File: src/rtl/menu_ctrl.sv
// Keyboard-driven menu / game-flow controller: MENU -> LAUNCH -> PLAY -> RESULT -> MENU.
// Optional held-key cursor repeat in MENU is built when MENU_AUTOREPEAT_EN is defined.
module menu_ctrl #(
    parameter int unsigned NUM_ITEMS     = 5,
    parameter int unsigned RESULT_CYCLES = 100_000_000,
    parameter int unsigned REPEAT_CYCLES = 25_000_000
) (
    input  logic       clk,
    input  logic       rst,
    input  logic       key_valid,
    input  logic [8:0] key_code,
    input  logic       key_make,
    input  logic       level_clear,
    output logic [2:0] level,
    output logic [2:0] map,
    output logic       start,
    output logic [1:0] state_o
);

    localparam logic [1:0] S_MENU   = 2'd0;
    localparam logic [1:0] S_LAUNCH = 2'd1;
    localparam logic [1:0] S_PLAY   = 2'd2;
    localparam logic [1:0] S_RESULT = 2'd3;

    localparam logic [8:0] KEY_UP    = 9'h175;
    localparam logic [8:0] KEY_DOWN  = 9'h172;
    localparam logic [8:0] KEY_ENTER = 9'h05A;
    localparam logic [8:0] KEY_ESC   = 9'h076;

    localparam logic [2:0] LAST_ITEM = 3'(NUM_ITEMS - 1);

    if (NUM_ITEMS < 1 || NUM_ITEMS > 7 || RESULT_CYCLES < 1 || REPEAT_CYCLES < 1) begin : g_param_check
        $error("menu_ctrl: parameter out of range");
    end

    logic [1:0]  state;
    logic        up_held, down_held, enter_held;
    logic [31:0] result_cnt;

    logic        is_up, is_down, is_enter, is_esc;
    logic        up_press, down_press, enter_press, esc_press;
    logic        up_rel, down_rel, enter_rel;
    logic [2:0]  map_dec, map_inc;
    logic        rep_up, rep_down;

    assign state_o = state;

    // A make only counts when the key is not already held, which drops typematic repeats.
    always_comb begin
        is_up       = key_valid && (key_code == KEY_UP);
        is_down     = key_valid && (key_code == KEY_DOWN);
        is_enter    = key_valid && (key_code == KEY_ENTER);
        is_esc      = key_valid && (key_code == KEY_ESC);
        up_press    = is_up    && key_make && !up_held;
        down_press  = is_down  && key_make && !down_held;
        enter_press = is_enter && key_make && !enter_held;
        esc_press   = is_esc   && key_make;
        up_rel      = is_up    && !key_make;
        down_rel    = is_down  && !key_make;
        enter_rel   = is_enter && !key_make;
        map_dec     = (map == 3'd0) ? LAST_ITEM : map - 3'd1;
        map_inc     = (map == LAST_ITEM) ? 3'd0 : map + 3'd1;
    end

`ifdef MENU_AUTOREPEAT_EN
    logic [31:0] rep_cnt;
    logic        rep_evt;
    logic        rep_fire;

    // Any up/down/enter event owns the cycle; the repeat step only fires on quiet cycles.
    always_comb begin
        rep_evt  = up_press || down_press || up_rel || down_rel || enter_press;
        rep_fire = (state == S_MENU) && !rep_evt && (up_held ^ down_held)
                   && (rep_cnt == REPEAT_CYCLES - 1);
        rep_up   = rep_fire && up_held;
        rep_down = rep_fire && down_held;
    end

    always_ff @(posedge clk) begin
        if (rst || state != S_MENU || rep_evt || !(up_held ^ down_held) || rep_fire) begin
            rep_cnt <= 32'd0;
        end else begin
            rep_cnt <= rep_cnt + 32'd1;
        end
    end
`else
    assign rep_up   = 1'b0;
    assign rep_down = 1'b0;
`endif

    always_ff @(posedge clk) begin
        if (rst) begin
            state      <= S_MENU;
            level      <= 3'd0;
            map        <= 3'd0;
            start      <= 1'b0;
            up_held    <= 1'b0;
            down_held  <= 1'b0;
            enter_held <= 1'b0;
            result_cnt <= 32'd0;
        end else begin
            start <= 1'b0;
            if (is_up)    up_held    <= key_make;
            if (is_down)  down_held  <= key_make;
            if (is_enter) enter_held <= key_make;

            case (state)
                S_MENU: begin
                    if (enter_press) begin
                        state <= S_LAUNCH;
                        level <= map + 3'd1;
                    end else if (up_press || rep_up) begin
                        map <= map_dec;
                    end else if (down_press || rep_down) begin
                        map <= map_inc;
                    end
                end
                S_LAUNCH: begin
                    if (esc_press) begin
                        state <= S_MENU;
                        level <= 3'd0;
                    end else if (enter_rel) begin
                        state <= S_PLAY;
                        start <= 1'b1;
                    end
                end
                S_PLAY: begin
                    if (level_clear) begin
                        state      <= S_RESULT;
                        result_cnt <= RESULT_CYCLES - 1;
                    end else if (esc_press) begin
                        state <= S_MENU;
                        level <= 3'd0;
                    end
                end
                default: begin
                    // Timeout preselects the next stage; esc returns without advancing.
                    if (esc_press) begin
                        state      <= S_MENU;
                        level      <= 3'd0;
                        result_cnt <= 32'd0;
                    end else if (result_cnt == 32'd0) begin
                        state <= S_MENU;
                        level <= 3'd0;
                        map   <= map_inc;
                    end else begin
                        result_cnt <= result_cnt - 32'd1;
                    end
                end
            endcase
        end
    end

endmodule
File: config.mk
export PLATFORM = sky130hd
export DESIGN_NAME = menu_ctrl
export DESIGN_NICKNAME = d
export VERILOG_FILES = /design/src/rtl/menu_ctrl.sv
export SDC_FILE = /design/constraint.sdc
export NUM_CORES = 1
export LEC_CHECK = 0
export BUFFER_PORTS_ARGS = -buffer_cell sky130_fd_sc_hd__buf_2
export CAP_MARGIN = 40
export CORE_ASPECT_RATIO = 0.7
export CORE_MARGIN = 2
export CORE_UTILIZATION = 50
export CTS_CLUSTER_DIAMETER = 200
export DETAILED_ROUTE_END_ITERATION = 6
export GPL_ROUTABILITY_DRIVEN = 0
export PLACE_DENSITY = 0.68
export SLEW_MARGIN = 5
export SYNTH_ARGS = -nofsm -noshare
export SYNTH_HDL_FRONTEND = slang
export SYNTH_SLANG_ARGS = --single-unit
File: constraint.sdc
create_clock -name clk -period 2.25 [get_ports clk]
set_input_delay 0.1125 -clock clk [delete_from_list [all_inputs] [get_ports clk]]
set_output_delay 0.1125 -clock clk [all_outputs]
set_load 0.02 [all_outputs]
# Word-level counts from Yosys, hierarchy flattened
# Index checks and enable logic that the tools add are counted.
dict set report classes {
  addsub 3
  multipliers 0
  n_bitwise 3
  magnitude_cmp 0
  n_reduce_logical 28
  eq_ne 16
  n_shift 0
  n_mux 27
  div 0
}
# cell n
set op_table {}
lappend op_table {{two-way mux 32 bit} 3}
lappend op_table {{case mux 32 bit (2 select lines)} 1}
lappend op_table {{two-way mux 3 bit} 12}
lappend op_table {{zero test 32 bit} 1}
lappend op_table {{subtractor 32 x 1 -> 32 bit, second input constant} 1}
lappend op_table {{equality test 9 x 7 -> 1 bit, second input constant} 2}
lappend op_table {{equality test 9 bit, second input constant} 2}
lappend op_table {{two-way mux 2 bit} 7}
lappend op_table {{logical AND 1 bit} 12}
lappend op_table {{!= test 3 bit, second input constant} 3}
lappend op_table {{case mux 3 bit (3 select lines)} 1}
lappend op_table {{!= test 2 bit, second input constant} 4}
lappend op_table {{case mux 2 bit (3 select lines)} 1}
lappend op_table {{case mux 3 bit (2 select lines)} 1}
lappend op_table {{AND reduction 3 bit} 2}
lappend op_table {{AND reduction 5 bit} 1}
lappend op_table {{nonzero test 5 bit} 1}
lappend op_table {{zero test 1 bit} 4}
lappend op_table {{AND reduction 4 bit} 1}
lappend op_table {{OR reduction 2 bit} 2}
lappend op_table {{adder 3 x 1 -> 3 bit, second input constant} 1}
lappend op_table {{equality test 3 bit, second input constant} 1}
lappend op_table {{zero test 3 bit} 1}
lappend op_table {{!= test 3 x 2 -> 1 bit, second input constant} 1}
lappend op_table {{9 further kinds} 11}
dict set report word_totals {
  wordCells 85
  ram_bits 0
  latch_bits 0
  register_bits 44
  mem_bits_ro 0
  memories 0
  in_bits 14
}

# Logic depth before layout (Yosys ltp)
# Gate-level depths: netlist of run 1.
dict set report logic_depth {
  depth_word 8
  ltp_mapped 10
  ltp_nobuf 8
}

# Worst setup path after synthesis of run 1
# Ideal clock, no wire load.
dict set report synth_timing {
  path_kind {reg2reg}
  startpoint {reg state[0] (netlist: state_o[0])}
  endpoint {reg result_cnt[6]}
  t_arrival_ps 2114
  n_path_buf 1
  path_slack_ps 4
  setup_time_ps 132
  t_required_ps 2118
  path_stages_with_launch 10
  cell_sequence {dfxtp_1 inv_1 ha_1 or3_1 nor3_2 nand4_2 and2_1 buf_1 o21ai_0 a21oi_1}
}
dict set report synth_via {
  elab_chain_cells 4
  word_cells_on_any_way 9
}
# element line
set synth_rtl {}
lappend synth_rtl {{start, declared} 36} ;# logic [1:0] state;
lappend synth_rtl {{start signal, assigned} 93} ;# state <= S_MENU;
lappend synth_rtl {{start signal, assigned} 110} ;# state <= S_LAUNCH;
lappend synth_rtl {{start signal, assigned} 120} ;# state <= S_MENU;
lappend synth_rtl {{equality test 2 x 1 -> 1 bit / zero test 2 bit (equally long branches)} 107} ;# case (state)
lappend synth_rtl {{OR reduction 2 bit (no source line)} --}
lappend synth_rtl {{inverter 1 bit (no source line)} --}
lappend synth_rtl {{AND reduction 3 bit (no source line)} --}
lappend synth_rtl {{end signal, assigned} 130} ;# result_cnt <= RESULT_CYCLES - 1;
lappend synth_rtl {{end signal, assigned} 147} ;# result_cnt <= result_cnt - 32'd1;
lappend synth_rtl {{end, declared} 38} ;# logic [31:0] result_cnt;
# Several ways; a longest one is shown, not always the timed one.
# A chain may end at the register's enable or synchronous reset.

# Worst setup path in the final report of run 1
dict set report layout_timing {
  startpoint {reg result_cnt[8]}
  endpoint {reg result_cnt[31]}
}
dict set report layout_via {
  elab_chain_cells 4
  word_cells_on_any_way 7
}
# element line
set layout_rtl {}
lappend layout_rtl {{subtractor 32 x 1 -> 32 bit} 147}
lappend layout_rtl {{two-way mux 32 bit} 142} ;# end else if (result_cnt == 32'd0) begin
lappend layout_rtl {{two-way mux 32 bit} 138} ;# if (esc_press) begin
lappend layout_rtl {{case mux 32 bit (2 select lines)} 107}
# Several ways; a longest one is shown, not always the timed one. The select of a mux whose other input is x is not followed.

==> impl_metrics.csv, run 1 <==
group,metric,value,unit
sta,slew_headroom,50.2,%
sta,period_minus_slack,2.13,ns
synthesis,synth_most_common_cell,"dfxtp_1",
sta,worst_pin_slew,0.742,ns
floorplan,core,5200,sq um
routing,first_pass_iters,5,
clocking,htree_levels,2,
clocking,holdBufCountCts,0,
sta,slew_violations,0,
grt,met3_usage,4.07,%
sta,holdWs,0.115,ns
synthesis,yosysTopAreaCell,"dfxtp_1",
grt,first_global_vias,2294,
cells_and_area,final_area,3100,sq um
critical_path,critPathKind,"flip-flop to flip-flop",
cells_and_area,area_growth,16.5,%
critical_path,endpoint_kind,"flip-flop",
synthesis,ys_async_sr_fraction,0,%
power,swShare,23.3,%
synthesis,synth_edf_count,0,
critical_path,critPathMaxFanout,7,
synthesis,synth-warning-count,0,
floorplan,dieHeight,65.1,microns
hold_path,hold_path_class,"input pin to flip-flop",
run_status,status,"finished, final reports clean",
placed_design,dp_hpwl,4.62,mm
synthesis,synthTopCellsByCount,"dfxtp_1, a21oi_1, nor2_1",
floorplan,start_util,51.2,%
critical_path,worstPathArrival,2.34,ns
grt,overflow,0,
power,p_int,1.03,mW
cells_and_area,utilization,59.6,%
cells_and_area,drive_gt1_share,21.4,%
routing,via_per_inst,5.84,
critical_path,slowest_delay,0.38,ns
floorplan,rows,22,
power,p_comb_share,7.6,%
power,p_per_area,434,nW/um^2
floorplan,dieArea,5940,sq um
synthesis,yosys.area.top_type_share,33.1,%
synthesis,ys_ff_latch,44,
clocking,clock-sinks,44,
critical_path,cpLargestDelayFamily,"simple AND/OR/NAND/NOR gates",
power,power_frac_seq,58.2,%
sta,clock_skew,0.00441,ns
synthesis,synth_area_leaders,"dfxtp_1, a21oi_1, o21ai_0",
sta,finalHoldViolCount,0,
grt,grt_max_degree,36,
sta,finalSetupViolCount,0,
sta,post-route-worst-setup-slack,0.115,ns
clocking,clk_pin_slew,0.08,ns
routing,dr_total_vias,2583,
critical_path,worstPathCellList,"nor4_4 > nand2b_2 > nor4_4 > nand4_1 > or3_1 > a21oi_1",
sta,rsz0062_at_grt,"true",
routing,wl_per_cell,14.7,microns
synthesis,syn_inst,333,
sta,finalCritPeriodShare,94.9,%
power,peakVddDrop,0.000232,V
routing,drtIter0Drc,155,
power,power_leakage,1.24,nW
grt,grt_use_met1,32.9,%
synthesis,ys_seq_area_share,33.1,%
grt,track_usage,22.6,%
critical_path,crit_top_cell,"nor4_4",
clocking,insertion_delay,0.28,ns
floorplan,fp.dieW,91.2,microns
critical_path,path_buf_inv,0,
grt,busiest_layer,"met2",
synthesis,synth.distinct_cells,54,
synthesis,syn_nets,356,
clocking,clock-root-buffer,"clkbuf_8",
flow_run,cap_violations,0,
clocking,cts_max_path_buffers,2,
synthesis,synthesis.area,2660,sq um
clocking,cts_tree,"yes",
placed_design,io_buffers,22,
critical_path,cp.required,2.46,ns
clocking,numCtsBuffers,5,
placed_design,dpl_cell_area,2980,sq um
placed_design,dp_slack,0.104,ns
cells_and_area,final_nets,393,
grt,grt_antenna_before_repair,0,
placed_design,dp.cells,434,
grt,grt_pass1_wl,10.9,mm
sta,fmax,468,MHz
critical_path,startpoint_type,"flip-flop",
power,power_frac_clock,34.2,%
power,power.switching,314,uW
grt,met2_usage,34.6,%
routing,ant_nets,0,
synthesis,synth_flop_cell,"dfxtp_1",
cells_and_area,diodes,0,
routing,drc_errors,0,
cells_and_area,layout.cells.non_filler,442,
critical_path,cp_slowest_cell,"or3_1",
routing,route.final.wire_length,6.50,mm
synthesis,avgSynthCellArea,8.00,sq um
floorplan,io_pins,23,
[stage by stage]
stage               TNS [ns]  total power [mW]
finish                     0              1.35
global route         -0.0104              1.41
floorplan                  0             0.862
global placement           0             0.899
CTS                        0              1.36
detailed placement         0             0.901
[flip-flops by register name (all words and copies together) (netlist names)]
register    count
state_o         2
map             3
level           3
up_held         1
enter_held      1
start           1
result_cnt     32
down_held       1
[timing repair]
| item | 4_1_cts | 5_1_grt |
|---|---|---|
| resized for setup | 0 | 8 |
| setup buffers | 0 | 1 |
| endpoints found under the setup margin | 0 | 24 |
[layer usage]
| metal | vias to the layer above | part of all wire, % |
|---|---|---|
| li1 | 1277 | - |
| met1 | 1239 | 53 |
| met2 | 63 | 42 |
| met3 | 4 | 4.6 |
| met4 | 0 | 0.49 |
| met5 | - | 0 |
[cells in the final DEF (no fill, tap or decap), types with 4 or more instances in the layout]
master and count:
dfxtp_1 44, a21oi_1 38, nor2_1 37, o21ai_0 31
buf_4 24, buf_2 22, nand2_1 14, nor3_1 13
xor2_1 11, nand4_1 10, nand2b_1 10, inv_1 9
ha_1 9, and3_1 6, nor2b_1 6, or3_1 6
nor4_4 5, or2_2 5, nand3_1 5, clkbuf_8 5
o32ai_1 4, a211oi_1 4, mux2i_1 4
[worst paths after layout]
check,startpoint,end,slack [ns],depth (start not counted)
max,result_cnt[8],result_cnt[31],0.12,6
min,key_make,start,0.12,2
max reg2reg,result_cnt[8],result_cnt[31],0.12,6
min reg2reg,level[0],level[0],0.45,2
[power groups by stage]
stage          combinational (mW)  clock (mW)  sequential [mW]
2_1_floorplan              0.0535           0            0.808
3_3_place_gp               0.0953           0            0.803
3_5_place_dp               0.0978           0            0.804
4_1_cts                    0.0984       0.472            0.785
5_1_grt                     0.112       0.512            0.786
6_report                    0.102       0.461            0.785
[kinds of logic after synthesis]
group | share of synthesized area, %
compound gates | 18.7
xor+xnor | 3.62
fa+ha+maj | 4.23
buf+inv | 3.99
flops | 33.1
mux | 1.93
simple gates | 34.5
[cell type report]
cell class | instances | area, sq um
clock buffer | 6 | 72.6
clock inverter | 1 | 5.00
fill | 473 | 2100
inverter | 9 | 33.8
multi-input combinational | 263 | 1710
sequential | 44 | 881
tap | 72 | 90.1
timing repair buffer | 47 | 310
Power figures use the tool's default switching activity.
==> inputs of run 2 (changes only) <==
--- a/config.mk
+++ b/config.mk
@@ -9,11 +9,11 @@
 export CAP_MARGIN = 40
 export CORE_ASPECT_RATIO = 0.7
 export CORE_MARGIN = 2
-export CORE_UTILIZATION = 50
+export CORE_UTILIZATION = 40
 export CTS_CLUSTER_DIAMETER = 200
 export DETAILED_ROUTE_END_ITERATION = 6
 export GPL_ROUTABILITY_DRIVEN = 0
-export PLACE_DENSITY = 0.68
+export PLACE_DENSITY = 0.56
 export SLEW_MARGIN = 5
 export SYNTH_ARGS = -nofsm -noshare
 export SYNTH_HDL_FRONTEND = slang
==> run 2 against run 1 <==
Compared with the run above:
- fmax shrank 3.4%
- sequential share of layout area decreased by 1.2 points
- largest cell class unchanged
- clock skew up 0.0018 ns
- design area up 4.6%
- largest power group unchanged
==> impl_metrics.csv, run 2 (synthesized netlist as in run 1, its figures left out) <==
group,metric,value,unit
run_status,status,"finished, final reports clean",
routing,drtIter0Drc,115,
sta,clock_skew,0.00620,ns
placed_design,dpl_cell_area,3030,sq um
power,p_total,1.52,mW
clocking,holdBufCountCts,0,
cells_and_area,top_register,"result_cnt",
cells_and_area,final_area,3250,sq um
clocking,clock-root-buffer,"clkbuf_8",
sta,finalSetupViolCount,0,
clocking,cts_tree,"yes",
floorplan,start_util,42.0,%
cells_and_area,layout_common_cells,"dfxtp_1, nor2_1, a21oi_1, buf_4, o21ai_0",
grt,grt_antenna_before_repair,0,
sta,worst_pin_slew,0.619,ns
power,power_leakage,1.28,nW
sta,slew_headroom,58.4,%
routing,route.final.wire_length,6.65,mm
cells_and_area,drive_gt1_share,25.3,%
sta,period_minus_slack,2.21,ns
sta,finalHoldViolCount,0,
floorplan,core,6340,sq um
floorplan,rows,24,
power,peakVddDrop,0.000226,V
placed_design,io_buffers,22,
clocking,insertion_delay,0.30,ns
routing,wl_per_cell,14.1,microns
grt,grt_pass1_wl,11.5,mm
placed_design,dp_hpwl,4.73,mm
grt,track_usage,19.5,%
power,power_frac_seq,51.8,%
critical_path,endpoint_kind,"flip-flop",
sta,slew_violations,0,
routing,dr_total_vias,2526,
cells_and_area,area_growth,21.8,%
sta,fmax,452,MHz
grt,overflow,0,
cells_and_area,diodes,0,
power,swShare,23.7,%
power,power.switching,359,uW
hold_path,hold_path_class,"input pin to flip-flop",
critical_path,worstPathArrival,2.45,ns
cells_and_area,layout_commonest_cell,"dfxtp_1",
power,p_int,1.16,mW
clocking,htree_levels,2,
routing,first_pass_iters,4,
floorplan,io_pins,23,
power,p_comb_share,7.2,%
cells_and_area,final_nets,402,
power,power_frac_clock,41.0,%
cells_and_area,largest_reg_flops,32,
clocking,clk_pin_slew,0.09,ns
clocking,numCtsBuffers,5,
power,p_per_area,467,nW/um^2
sta,finalCritPeriodShare,98.3,%
critical_path,critPathKind,"flip-flop to flip-flop",
critical_path,critPathMaxFanout,6,
floorplan,fp.dieW,102,microns
clocking,cts_max_path_buffers,2,
critical_path,startpoint_type,"flip-flop",
flow_run,cap_violations,0,
routing,ant_nets,0,
clocking,clock-sinks,44,
grt,first_global_vias,2362,
grt,grt_max_degree,27,
critical_path,cp.required,2.49,ns
routing,drc_errors,0,
floorplan,dieArea,7340,sq um
floorplan,dieHeight,72.3,microns
routing,via_per_inst,5.36,
cells_and_area,top_regs,"result_cnt: 32 flops, level: 3 flops, map: 3 flops",
-- run 2: cell count changes in the layout (fill, tap and decap cells not counted), sizes merged --
cell and delta:
buf +9, bufinv +1, clkbuf -1, clkinvlp +1
-- run 2: layer usage --
layer  GRT usage (%)  wire length, microns  vias to the layer above  part of all wire [%]
met1            29.6                  3660                     1184                    55
li1                -                     -                     1297                     -
met2            28.2                  2690                       38                    40
met3            3.66                   238                        7                   3.6
met4            5.26                    62                        0                  0.93
met5               0                     0                        -                     0
-- run 2: final timing paths --
path / from / slack (ns) / to / depth (start not counted)
max: result_cnt[28] / 0.04 / state_o[0] / 6
min: key_make / 0.08 / start / 2
max reg2reg: result_cnt[28] / 0.04 / state_o[0] / 6
min reg2reg: level[2] / 0.45 / level[2] / 2
-- run 2: power groups by stage --
stage	Sequential [mW]	Combinational, mW	Clock, mW
2_1_floorplan	0.808	0.0535	0
4_1_cts	0.785	0.102	0.634
6_report	0.785	0.109	0.622
3_3_place_gp	0.803	0.102	0
3_5_place_dp	0.803	0.102	0
5_1_grt	0.786	0.122	0.668
-- run 2: area by class of cell --
cell class / count / area (sq um)
Clock inverter: 3 / 42.5
Fill cell: 625 / 3090
Timing Repair Buffer: 56 / 378
Multi-Input combinational cell: 263 / 1730
Inverter: 9 / 33.8
Tap cell: 91 / 114
Sequential cell: 44 / 883
Clock buffer: 5 / 68.8
-- run 2: repair_timing --
action | in CTS | in global routing
resized for setup | 0 | 13
buffers inserted | 0 | 7
setup endpoints to repair | 0 | 18
hold endpoints to repair | 0 | 0
-- run 2: worst max-delay path, stage by stage, from the launching register on --
cell     delay [ns]
dfxtp_2        0.33
or4_4          0.58
nor4_4         0.26
and3_4         0.24
o21ai_4        0.07
or4_4          0.55
a21oi_2        0.13
-- run 2: through the flow --
step	setup TNS, ns	hold slack (ns)	utilization (%)	std cells	setup slack (ns)
finish	0	0.0830	51.2	471	0.0392
global route	-0.0988	0.112	51.2	471	-0.0304
detailed placement	0	0.399	47.8	456	0.0912
global placement	0	0.406	47.8	456	0.0859
floorplan	0	0.189	-	333	0.00388
CTS	0	0.0757	49.6	464	0.0501
==> inputs of run 3 (changes only) <==
--- a/config.mk
+++ b/config.mk
@@ -14,6 +14,7 @@
 export DETAILED_ROUTE_END_ITERATION = 6
 export GPL_ROUTABILITY_DRIVEN = 0
 export PLACE_DENSITY = 0.56
+export RECOVER_POWER = 50
 export SLEW_MARGIN = 5
 export SYNTH_ARGS = -nofsm -noshare
 export SYNTH_HDL_FRONTEND = slang
==> run 3 against run 2 <==
Compared with the run above:
- worst hold slack gained 0.0034 ns
- fmax is essentially flat
- final cell count is the same
- critical path depth is the same
- clock-buffer cell count did not move
- global-route usage unchanged
- sequential share of layout area up 0.17 points
- wire length is 0.47% higher
- clock power hardly changed
- highest routed layer unchanged
==> impl_metrics.csv, run 3 (synthesized netlist as in run 1, its figures left out) <==
group,metric,value,unit
run_status,status,"finished, final reports clean",
hold_path,hold_path_class,"input pin to flip-flop",
clocking,numCtsBuffers,5,
cells_and_area,layout.cells.non_filler,471,
critical_path,r2r.worst_path.cells,6,
placed_design,dp_hpwl,4.73,mm
hold_path,hp-start,"key_make",
floorplan,dieHeight,72.3,microns
clocking,clk_pin_slew,0.09,ns
critical_path,critPathKind,"flip-flop to flip-flop",
sta,fmax,452,MHz
cells_and_area,diodes,0,
sta,clock_skew,0.00708,ns
routing,drtIter0Drc,119,
critical_path,cp.required,2.49,ns
placed_design,dp.cells,456,
floorplan,start_util,42.0,%
floorplan,rows,24,
grt,grt_pass1_wl,11.5,mm
clocking,clock-sinks,44,
clocking,cts_tree,"yes",
sta,worst_pin_slew,0.618,ns
routing,first_pass_iters,4,
floorplan,core,6340,sq um
routing,dr_total_vias,2533,
clocking,htree_levels,2,
floorplan,io_pins,23,
hold_path,hold_depth,2,
power,power_leakage,1.23,nW
routing,via_per_inst,5.38,
critical_path,endpoint_kind,"flip-flop",
power,peakVddDrop,0.000227,V
cells_and_area,top_regs,"result_cnt: 32 flops, level: 3 flops, map: 3 flops",
cells_and_area,area_growth,21.1,%
clocking,cts_max_path_buffers,2,
sta,slew_violations,0,
sta,slew_headroom,58.5,%
cells_and_area,largest_reg_flops,32,
cells_and_area,multi_input_area,1720,sq um
critical_path,regToRegStartpoint,"result_cnt[28]",
routing,route.final.wire_length,6.68,mm
clocking,clock-root-buffer,"clkbuf_8",
sta,finalCritPeriodShare,98.3,%
floorplan,fp.dieW,102,microns
sta,finalSetupViolCount,0,
grt,track_usage,19.5,%
sta,period_minus_slack,2.21,ns
cells_and_area,fill_cells,635,
grt,grt_max_degree,27,
power,p_per_area,470,nW/um^2
cells_and_area,layout_commonest_cell,"dfxtp_1",
placed_design,dpl_cell_area,3030,sq um
cells_and_area,final_area,3230,sq um
critical_path,r2r_slack,0.04,ns
grt,grt_antenna_before_repair,0,
cells_and_area,top_register,"result_cnt",
cells_and_area,final_nets,402,
critical_path,startpoint_type,"flip-flop",
grt,first_global_vias,2362,
critical_path,worstPathArrival,2.45,ns
clocking,holdBufCountCts,0,
routing,drc_errors,0,
flow_run,cap_violations,0,
critical_path,critPathMaxFanout,6,
critical_path,r2r_end,"state_o[0]",
placed_design,io_buffers,22,
cells_and_area,drive_gt1_share,22.1,%
floorplan,dieArea,7340,sq um
sta,finalHoldViolCount,0,
cells_and_area,layout_common_cells,"dfxtp_1, nor2_1, a21oi_1, o21ai_0, buf_4",
routing,ant_nets,0,
cells_and_area,ff_latch_area,883,sq um
routing,wl_per_cell,14.2,microns
clocking,insertion_delay,0.30,ns
hold_path,min_to,"start",
grt,overflow,0,
==> run 3: changes by cell type in the layout (fill, tap and decap cells not counted), sizes merged <==
cell / delta
clkbuf: +11
buf: -11
==> run 3: layout make-up <==
class	count	share of cell area, %
inverters	9	1.05
clock buffers	5	2.13
repair buffers	56	11.1
multi-input cells	263	53.5
well taps	91	3.53
clock inverters	3	1.32
flip-flops and latches	44	27.4
==> run 3: what timing repair did <==
item / 4_1_cts / 5_1_grt
buffers inserted: 0 / 7
endpoints found under the setup margin: 0 / 18
gates resized for setup: 0 / 13
==> run 3: metal layers <==
metal | wire length [microns] | global-route usage (%) | up-vias
met5 | 0 | 0 | -
met2 | 2720 | 28.2 | 40
met1 | 3630 | 29.6 | 1187
met3 | 269 | 3.66 | 7
li1 | - | - | 1299
met4 | 62 | 5.26 | 0
==> run 3: how the worst max path moves through the flow <==
stage | from | to | depth (start not counted) | slack, ns
after floorplan | state_o[0] | result_cnt[6] | 9 | 0.004
after global placement | key_code[0] | map[1] | 7 | 0.09
after detailed placement | state_o[0] | result_cnt[29] | 9 | 0.09
after CTS | result_cnt[15] | result_cnt[29] | 6 | 0.05
after global routing | result_cnt[15] | result_cnt[29] | 6 | -0.03
final | result_cnt[28] | state_o[0] | 6 | 0.04
==> run 3: stage by stage <==
stage | worst slack [ns] | hold slack (ns) | power, mW | utilization [%] | TNS (ns)
2_1_floorplan | 0.00388 | 0.189 | 0.862 | - | 0
3_3_place_gp | 0.0859 | 0.406 | 0.905 | 47.8 | 0
3_5_place_dp | 0.0912 | 0.399 | 0.905 | 47.8 | 0
4_1_cts | 0.0501 | 0.0757 | 1.52 | 49.6 | 0
5_1_grt | -0.0304 | 0.116 | 1.57 | 50.9 | -0.0988
6_report | 0.0383 | 0.0864 | 1.51 | 50.9 | 0
==> run 3: worst max-delay path, cell delays in order, from the launching register on <==
cell and delay, ns:
dfxtp_2 0.33, or4_4 0.58, nor4_4 0.25, and3_4 0.24
o21ai_4 0.07, or4_4 0.55, a21oi_2 0.13
==> run 3: power by group <==
group	total [mW]	leakage, nW	switching, mW	internal (mW)
logic	0.107	0.823	0.0623	0.0447
registers	0.785	0.355	0.00332	0.782
clock network	0.622	0.0541	0.293	0.329
total	1.51	1.23	0.359	1.16
